[src/rtl/hazard_ctrl.sv]
// Pipeline sequencing controller for the 5-stage MIPS core: stall/flush/bubble
// generation, EX forwarding selects, data-memory wait FSM with timeout and a stall counter.
module hazard_ctrl #(
  parameter int MEM_TIMEOUT = 16,
  parameter int CNT_W       = 32
) (
  input  logic             clk,
  input  logic             rst_n,
  input  logic [4:0]       rs_d,
  input  logic [4:0]       rt_d,
  input  logic [4:0]       rs_e,
  input  logic [4:0]       rt_e,
  input  logic [4:0]       writereg_e,
  input  logic             RegWrite_e,
  input  logic             MemtoReg_e,
  input  logic [4:0]       writereg_m,
  input  logic             RegWrite_m,
  input  logic [4:0]       writereg_w,
  input  logic             RegWrite_w,
  input  logic             branch_taken_d,
  input  logic             dmem_req,
  input  logic             dmem_ready,
  output logic             stall_f,
  output logic             stall_d,
  output logic             stall_e,
  output logic             stall_m,
  output logic             flush_d,
  output logic             flush_e,
  output logic             bubble_w,
  output logic [1:0]       fwd_a_e,
  output logic [1:0]       fwd_b_e,
  output logic             mem_err,
  output logic [CNT_W-1:0] stall_cycles,
  output logic [1:0]       state_dbg
);

  // Memory handshake: dmem_req/dmem_ready are sampled together each cycle; an
  // access completes in the cycle dmem_ready=1, which is never a stall cycle.

  typedef enum logic [1:0] {
    S_RUN      = 2'd0,
    S_MEM_WAIT = 2'd1,
    S_ERR      = 2'd2
  } state_t;

  localparam int                WAIT_W    = $clog2(MEM_TIMEOUT + 1);
  localparam logic [WAIT_W-1:0] WAIT_LAST = WAIT_W'(MEM_TIMEOUT - 1);

  state_t            state_q, state_d;
  logic [WAIT_W-1:0] wait_cnt_q, wait_cnt_d;
  logic              mem_err_q, mem_err_d;
  logic [CNT_W-1:0]  stall_cnt_q, stall_cnt_d;

  logic mem_wait;
  logic load_use;

  function automatic logic [1:0] fwd_sel(
    input logic [4:0] src,
    input logic       we_m,
    input logic [4:0] wr_m,
    input logic       we_w,
    input logic [4:0] wr_w
  );
    logic [1:0] sel;
    sel = 2'b00;
    if (src != 5'd0) begin
      if (we_m && (wr_m == src))      sel = 2'b10;
      else if (we_w && (wr_w == src)) sel = 2'b01;
    end
    return sel;
  endfunction

  assign mem_wait = !dmem_ready &&
                    ((state_q == S_MEM_WAIT) || ((state_q == S_RUN) && dmem_req));
  assign load_use = MemtoReg_e && RegWrite_e && (writereg_e != 5'd0) &&
                    ((writereg_e == rs_d) || (writereg_e == rt_d));

  always_comb begin
    stall_f  = 1'b0;
    stall_d  = 1'b0;
    stall_e  = 1'b0;
    stall_m  = 1'b0;
    flush_d  = 1'b0;
    flush_e  = 1'b0;
    bubble_w = 1'b0;
    if (rst_n) begin
      if ((state_q == S_ERR) || mem_wait) begin
        // Whole pipe frozen; a taken branch stays in decode and is flushed later.
        stall_f  = 1'b1;
        stall_d  = 1'b1;
        stall_e  = 1'b1;
        stall_m  = 1'b1;
        bubble_w = 1'b1;
      end else if (load_use) begin
        stall_f = 1'b1;
        stall_d = 1'b1;
        flush_e = 1'b1;
      end else if (branch_taken_d) begin
        flush_d = 1'b1;
      end
    end
  end

  assign fwd_a_e = fwd_sel(rs_e, RegWrite_m, writereg_m, RegWrite_w, writereg_w);
  assign fwd_b_e = fwd_sel(rt_e, RegWrite_m, writereg_m, RegWrite_w, writereg_w);

  always_comb begin
    state_d    = state_q;
    wait_cnt_d = wait_cnt_q;
    mem_err_d  = mem_err_q;
    case (state_q)
      S_RUN: begin
        if (dmem_req && !dmem_ready) begin
          state_d    = S_MEM_WAIT;
          wait_cnt_d = '0;
        end
      end
      S_MEM_WAIT: begin
        if (dmem_ready) begin
          state_d    = S_RUN;
          wait_cnt_d = '0;
        end else begin
          wait_cnt_d = wait_cnt_q + 1'b1;
          if (wait_cnt_q == WAIT_LAST) begin
            state_d   = S_ERR;
            mem_err_d = 1'b1;
          end
        end
      end
      S_ERR:   state_d = S_ERR;
      default: state_d = S_ERR;
    endcase
    stall_cnt_d = stall_cnt_q;
    if (stall_f && (stall_cnt_q != {CNT_W{1'b1}}))
      stall_cnt_d = stall_cnt_q + 1'b1;
  end

  always_ff @(posedge clk or negedge rst_n) begin
    if (!rst_n) begin
      state_q     <= S_RUN;
      wait_cnt_q  <= '0;
      mem_err_q   <= 1'b0;
      stall_cnt_q <= '0;
    end else begin
      state_q     <= state_d;
      wait_cnt_q  <= wait_cnt_d;
      mem_err_q   <= mem_err_d;
      stall_cnt_q <= stall_cnt_d;
    end
  end

  assign mem_err      = mem_err_q;
  assign stall_cycles = stall_cnt_q;
  assign state_dbg    = state_q;

endmodule

[config.mk]
export PLATFORM = sky130hd
export DESIGN_NAME = hazard_ctrl
export DESIGN_NICKNAME = d
export VERILOG_FILES = /design/src/rtl/hazard_ctrl.sv
export SDC_FILE = /design/constraint.sdc
export NUM_CORES = 1
export LEC_CHECK = 0
export BUFFER_PORTS_ARGS = -buffer_cell sky130_fd_sc_hd__buf_2
export CELL_PAD_IN_SITES_DETAIL_PLACEMENT = 1
export CELL_PAD_IN_SITES_GLOBAL_PLACEMENT = 1
export CORE_ASPECT_RATIO = 0.9
export CORE_MARGIN = 2
export CORE_UTILIZATION = 37
export CTS_BUF_LIST = sky130_fd_sc_hd__clkbuf_4
export DETAILED_ROUTE_END_ITERATION = 8
export PLACE_DENSITY_LB_ADDON = 0.12
export SETUP_SLACK_MARGIN = 0.15
export SYNTH_ARGS = -nofsm -noshare
export SYNTH_HDL_FRONTEND = slang
export SYNTH_SLANG_ARGS = --single-unit
[constraint.sdc]
create_clock -name clk -period 2.44 [get_ports clk]
set_input_delay 0.488 -clock clk [delete_from_list [all_inputs] [get_ports clk]]
set_output_delay 0.488 -clock clk [all_outputs]
set_load 0.05 [all_outputs]
==> results.json, run 1 <==
{
  "status": "complete, no violations",
  "dieHeight_um": 80.0,
  "drv_slew": 0,
  "power.share.combinational_pct": 29.3,
  "power_frac_clock_pct": 22.1,
  "clk_latency_ns": 0.34,
  "grt_first_pass_wirelength_um": 10400,
  "synthCells": 244,
  "ys_warn_count": 0,
  "clock-sinks": 40,
  "async_flop_share_pct": 100,
  "yosys.cell_count.top_type": "dfrtp_1",
  "yosys_most_used_dff": "dfrtp_1",
  "r2r_slack_ns": 0.32,
  "end_kind": "primary output",
  "ir_drop_uv": 477,
  "syn_area_um2": 2370,
  "drive_gt1_share_pct": 39.8,
  "top_layer": "met4",
  "setup_viol": 0,
  "route.met2.wl_um": 2950,
  "synth_cell_type_count": 42,
  "die_w_um": 88.4,
  "r2r_cells": 8,
  "synth_xor_area_share_pct": 22.5,
  "finalHoldViolations": 0,
  "cts_max_path_buffers": 2,
  "antenna_found_initial": 0,
  "vias": 2113,
  "slew_headroom_pct": 64.8,
  "root_buffer": "clkbuf_4",
  "routed-wl-met3_um": 350,
  "worst_ep_required_time_ns": 1.95,
  "fin_tns_setup_ns": 0,
  "p_per_area_nw_per_um2": 498,
  "synth_nets": 291,
  "synth_largest_area_cell": "dfrtp_1",
  "nFillCells": 764,
  "drc": 0,
  "finalClockSkew_ns": 0.0114,
  "cts_max_level": 2,
  "die-area_um2": 7070,
  "portBuffers": 89,
  "fmax_mhz": 433,
  "dp.cells": 421,
  "synth_top_family_by_area": "simple AND/OR/NAND/NOR gates",
  "crit_type": "in2out",
  "finalHoldWorstSlack_ns": 0.316,
  "r2r_end": "stall_cycles[8]",
  "p_int_mw": 0.995,
  "synth-seq-cells": 40,
  "grt_pass1_vias": 2206,
  "area_delta_synth_final_pct": 32.6,
  "wl_per_cell_um": 14.2,
  "rows": 27,
  "cts_tree": "yes",
  "drtIter0Drc": 32,
  "synth-edff-count": 0,
  "cts_hold_buffers": 0,
  "worst_ep_arrival_time_ns": 1.82,
  "post-route-period-util_pct": 94.7,
  "grt_max_degree": 41,
  "dr.pass1.iters": 4,
  "rsz0062_at_grt": "true",
  "wl_met1_um": 2840,
  "pin_count": 90,
  "seq_area_frac_synth_pct": 42.2,
  "nets": 395,
  "synth-simple-area-share_pct": 23.8,
  "cts_buffers": 5,
  "synthAdderAreaFrac_pct": 1.58,
  "antenna_left": 0,
  "fin_util_pct": 51.2,
  "synth_top_area_share_pct": 42.2,
  "hold_path_class": "in2async",
  "worstMarginPinSlew_ns": 0.529,
  "yosys-top-cells-area": "dfrtp_1, xor2_1, xnor2_1",
  "start_util_pct": 38.6,
  "core_um2": 6150,
  "period_needed_ns": 2.31,
  "p_sw_mw": 0.571,
  "max_cap_violations": 0,
  "avgSynthCellArea_um2": 9.72,
  "ys_top_cells_by_count": "dfrtp_1, xor2_1, xnor2_1",
  "p_sw_share_pct": 36.4,
  "wl_um": 6190,
  "reg2reg_from": "stall_cycles[18]",
  "power_frac_seq_pct": 48.6,
  "synthMuxAreaShare_pct": 0.422,
  "via_per_inst": 4.85,
  "crit_path_max_fanout": 3,
  "diodes": 0,
  "grt_overflow_total": 0,
  "grt_usage_pct": 18.6,
  "gp_congestion": 0.887,
  "layout.cells.non_filler": 436,
  "power_leakage_nw": 1.58,
  "p_total_mw": 1.57,
  "start_kind": "primary input",
  "synth-compound-area-share_pct": 6.12,
  "path_clk_slew_ns": 0.11,
  "dp_hpwl_um": 4840
}
-- critical path: stages --
cell and delay [ns]:
buf_8 0.10, or3_1 0.35, o311a_1 0.33, and2b_2 0.23, and3_4 0.18, buf_8 0.14
-- power groups by stage --
stage / registers, mW / logic (mW) / clock network, mW
after floorplan: 0.905 / 0.163 / 0
after global placement: 0.773 / 0.436 / 0
after detailed placement: 0.774 / 0.441 / 0
after CTS: 0.762 / 0.450 / 0.361
after global routing: 0.771 / 0.493 / 0.383
final: 0.760 / 0.459 / 0.346
-- logic make-up (layout without fill, tap and decap cells) --
| kind of cell | count (synthesis) | in the layout |
|---|---|---|
| adders and majority gates | 3 | 3 |
| buffers and inverters | 14 | 119 |
| muxes | 1 | 1 |
| and+or+nand+nor | 108 | 108 |
| xor gates and xnor gates | 60 | 60 |
| AOI/OAI and AO/OA | 18 | 18 |
| DFF | 40 | 40 |
-- stage by stage --
step	setup WS, ns	area, um2
6_report	0.129	3150
5_1_grt	0.102	3150
4_1_cts	0.0931	3070
3_5_place_dp	0.0649	2960
3_3_place_gp	0.0847	2960
2_1_floorplan	0.150	2400
-- final cells by class --
| type | instances | area [um2] | area share (%) |
|---|---|---|---|
| multi-input combinational | 190 | 1350 | 43.0 |
| timing repair buffer | 103 | 592 | 18.8 |
| inverter | 8 | 30.0 | 0.954 |
| clock inverter | 1 | 3.75 | 0.119 |
| clock buffer | 7 | 52.6 | 1.67 |
| tap | 87 | 109 | 3.46 |
| sequential | 40 | 1010 | 32.0 |
-- worst max path at each step --
| stage | start | to | slack [ns] |
|---|---|---|---|
| 2_1_floorplan | state_dbg[1] | stall_cycles[29] | 0.15 |
| 3_3_place_gp | writereg_e[0] | flush_e | 0.08 |
| 3_5_place_dp | writereg_e[0] | flush_e | 0.06 |
| 4_1_cts | writereg_e[2] | flush_e | 0.09 |
| 5_1_grt | writereg_e[2] | flush_e | 0.10 |
| 6_report | writereg_e[2] | flush_e | 0.13 |
-- sequential cells by signal (all words and copies together) (netlist names) --
signal,count
stall_cycles,32
state_dbg,2
wait_cnt_q,5
mem_err,1
-- metal layers --
layer  GRT usage, %  vias to the layer above
met5              0                        -
met4           3.94                        0
met3           4.14                        6
met2           31.0                       55
met1           24.8                     1013
li1               -                     1039
-- timing repair --
item,CTS,global route
pin swaps,3,3
buffers inserted,1,6
setup endpoints to repair,4,12
resized for setup,14,8
-- cell usage in the layout, fill, tap and decap left out, types with 4 or more instances in the layout --
master	synthesis	final
nand4_1	8	8
nor2_1	22	19
clkbuf_4	0	7
xnor2_1	27	27
xor2_1	32	32
inv_1	7	7
nand2_1	23	23
and3_1	7	6
buf_2	1	83
nor3_1	11	10
nand3_1	14	14
a21oi_1	4	4
dfrtp_1	40	36
dfrtp_2	0	4
o21ai_0	5	4
buf_4	3	16
No activity file was read; power rests on OpenSTA's default activity.
==> run 2, diff against run 1 <==
Settings changed: MAX_ROUTING_LAYER from default to met4.
Clock period 2.44 ns to 2.6 ns, I/O delays scaled along.
==> run 2 against run 1 <==
Clock power decreased by 13%. First-iteration DRC count increased by 31%. Clock-buffer cell count is 2 lower. Largest power group unchanged.
==> results.json, run 2 (same netlist as run 1, synthesis figures left out) <==
{
  "status": "complete, no violations",
  "antenna_left": 0,
  "grt_max_degree": 38,
  "path_depth": 6,
  "final_area_um2": 3020,
  "critPathBufInv": 2,
  "final_common_cell": "buf_2",
  "dieHeight_um": 80.0,
  "worst_ep_arrival_time_ns": 1.88,
  "nets": 387,
  "portBuffers": 89,
  "dr.pass1.iters": 4,
  "path_clk_slew_ns": 0.13,
  "finalClockSkew_ns": 0.0157,
  "r2r_cells": 8,
  "worst_path_dominant_cell_family": "simple AND/OR/NAND/NOR gates",
  "cp_slowest_cell": "or3_1",
  "r2r_slack_ns": 0.43,
  "cpPeakStageDelay_ns": 0.36,
  "finalHoldWorstSlack_ns": 0.329,
  "pin_count": 90,
  "root_buffer": "clkbuf_4",
  "drv_slew": 0,
  "grt_usage_pct": 19.5,
  "cts_tree": "yes",
  "rsz0062_at_grt": "true",
  "cp_cell_sequence": "buf_2 > or3_1 > o311a_1 > and2b_1 > and3_1 > buf_4",
  "fin_tns_setup_ns": 0,
  "die-area_um2": 7070,
  "end_kind": "primary output",
  "grt_overflow_total": 0,
  "setup_viol": 0,
  "crit_type": "in2out",
  "hold_path_class": "in2async",
  "worst_ep_required_time_ns": 2.08,
  "placed_area_um2": 2920,
  "fin_ws_ns": 0.196,
  "clk_latency_ns": 0.35,
  "largest_reg_flops": 32,
  "fmax_mhz": 416,
  "clock-sinks": 40,
  "core_um2": 6150,
  "cts_buffers": 5,
  "crit_path_max_fanout": 3,
  "dp_hpwl_um": 5010,
  "max_cap_violations": 0,
  "gp_congestion": 0.854,
  "drtIter0Drc": 42,
  "finalHoldViolations": 0,
  "p_total_mw": 1.43,
  "start_kind": "primary input",
  "start_util_pct": 38.6,
  "vias": 2081,
  "grt_pass1_vias": 2111,
  "cts_max_path_buffers": 2,
  "p_per_area_nw_per_um2": 474,
  "rows": 27,
  "cts_max_level": 2,
  "via_per_inst": 4.87,
  "worstMarginPinSlew_ns": 0.582,
  "r2r_end": "stall_cycles[27]",
  "wl_per_cell_um": 14.7,
  "mostFrequentLayoutCells": "buf_2, dfrtp_1, xor2_1",
  "diodes": 0,
  "drc": 0,
  "period_needed_ns": 2.40,
  "slew_headroom_pct": 60.8,
  "drive_gt1_share_pct": 35.0,
  "area_delta_synth_final_pct": 27.4,
  "post-route-period-util_pct": 92.4,
  "ir_drop_uv": 428,
  "wl_um": 6290,
  "dp_slack_ns": -0.204,
  "reg2reg_from": "stall_cycles[18]",
  "antenna_found_initial": 0,
  "die_w_um": 88.4,
  "grt_first_pass_wirelength_um": 10400,
  "power_leakage_nw": 1.54
}
run 2: how the worst max path moves through the flow:
stage | start | to
4_1_cts | state_dbg[0] | stall_d
5_1_grt | writereg_e[0] | flush_e
3_5_place_dp | writereg_e[2] | stall_cycles[29]
6_report | writereg_e[0] | flush_e
3_3_place_gp | writereg_e[2] | stall_cycles[29]
2_1_floorplan | state_dbg[0] | stall_cycles[29]
run 2: per-layer routing:
layer	part of all wire [%]	routed length, um	GRT usage, %	vias to the layer above
met3	6.0	377	4.34	6
met2	48	3010	31.3	62
met5	0	0	-	-
met4	0.94	59	5.00	0
li1	-	-	-	1031
met1	45	2850	25.1	982
run 2: area by class of cell:
type	instances	area, um2
fillers	764	3130
multi-input cells	190	1310
repair buffers	95	519
flip-flops and latches	40	1000
clock buffers	5	37.5
clock inverters	2	12.5
inverters	8	30.0
well taps	87	109
run 2: what timing repair did:
item | 4_1_cts | 5_1_grt
pin swaps | 0 | 1
setup buffers | 0 | 1
hold buffers | 1 | 0
gates resized for setup | 1 | 10
endpoints found under the hold margin | 3 | 0
endpoints found under the setup margin | 3 | 16
run 2: power breakdown:
group | internal [mW] | switching, mW
combinational | 0.135 | 0.282
clock | 0.0988 | 0.203
sequential | 0.663 | 0.0509
run 2: through the flow:
stage | std cells | utilization, %
2_1_floorplan | 244 | -
3_3_place_gp | 418 | 47.6
3_5_place_dp | 418 | 47.6
4_1_cts | 426 | 48.6
5_1_grt | 427 | 49.2
6_report | 427 | 49.2
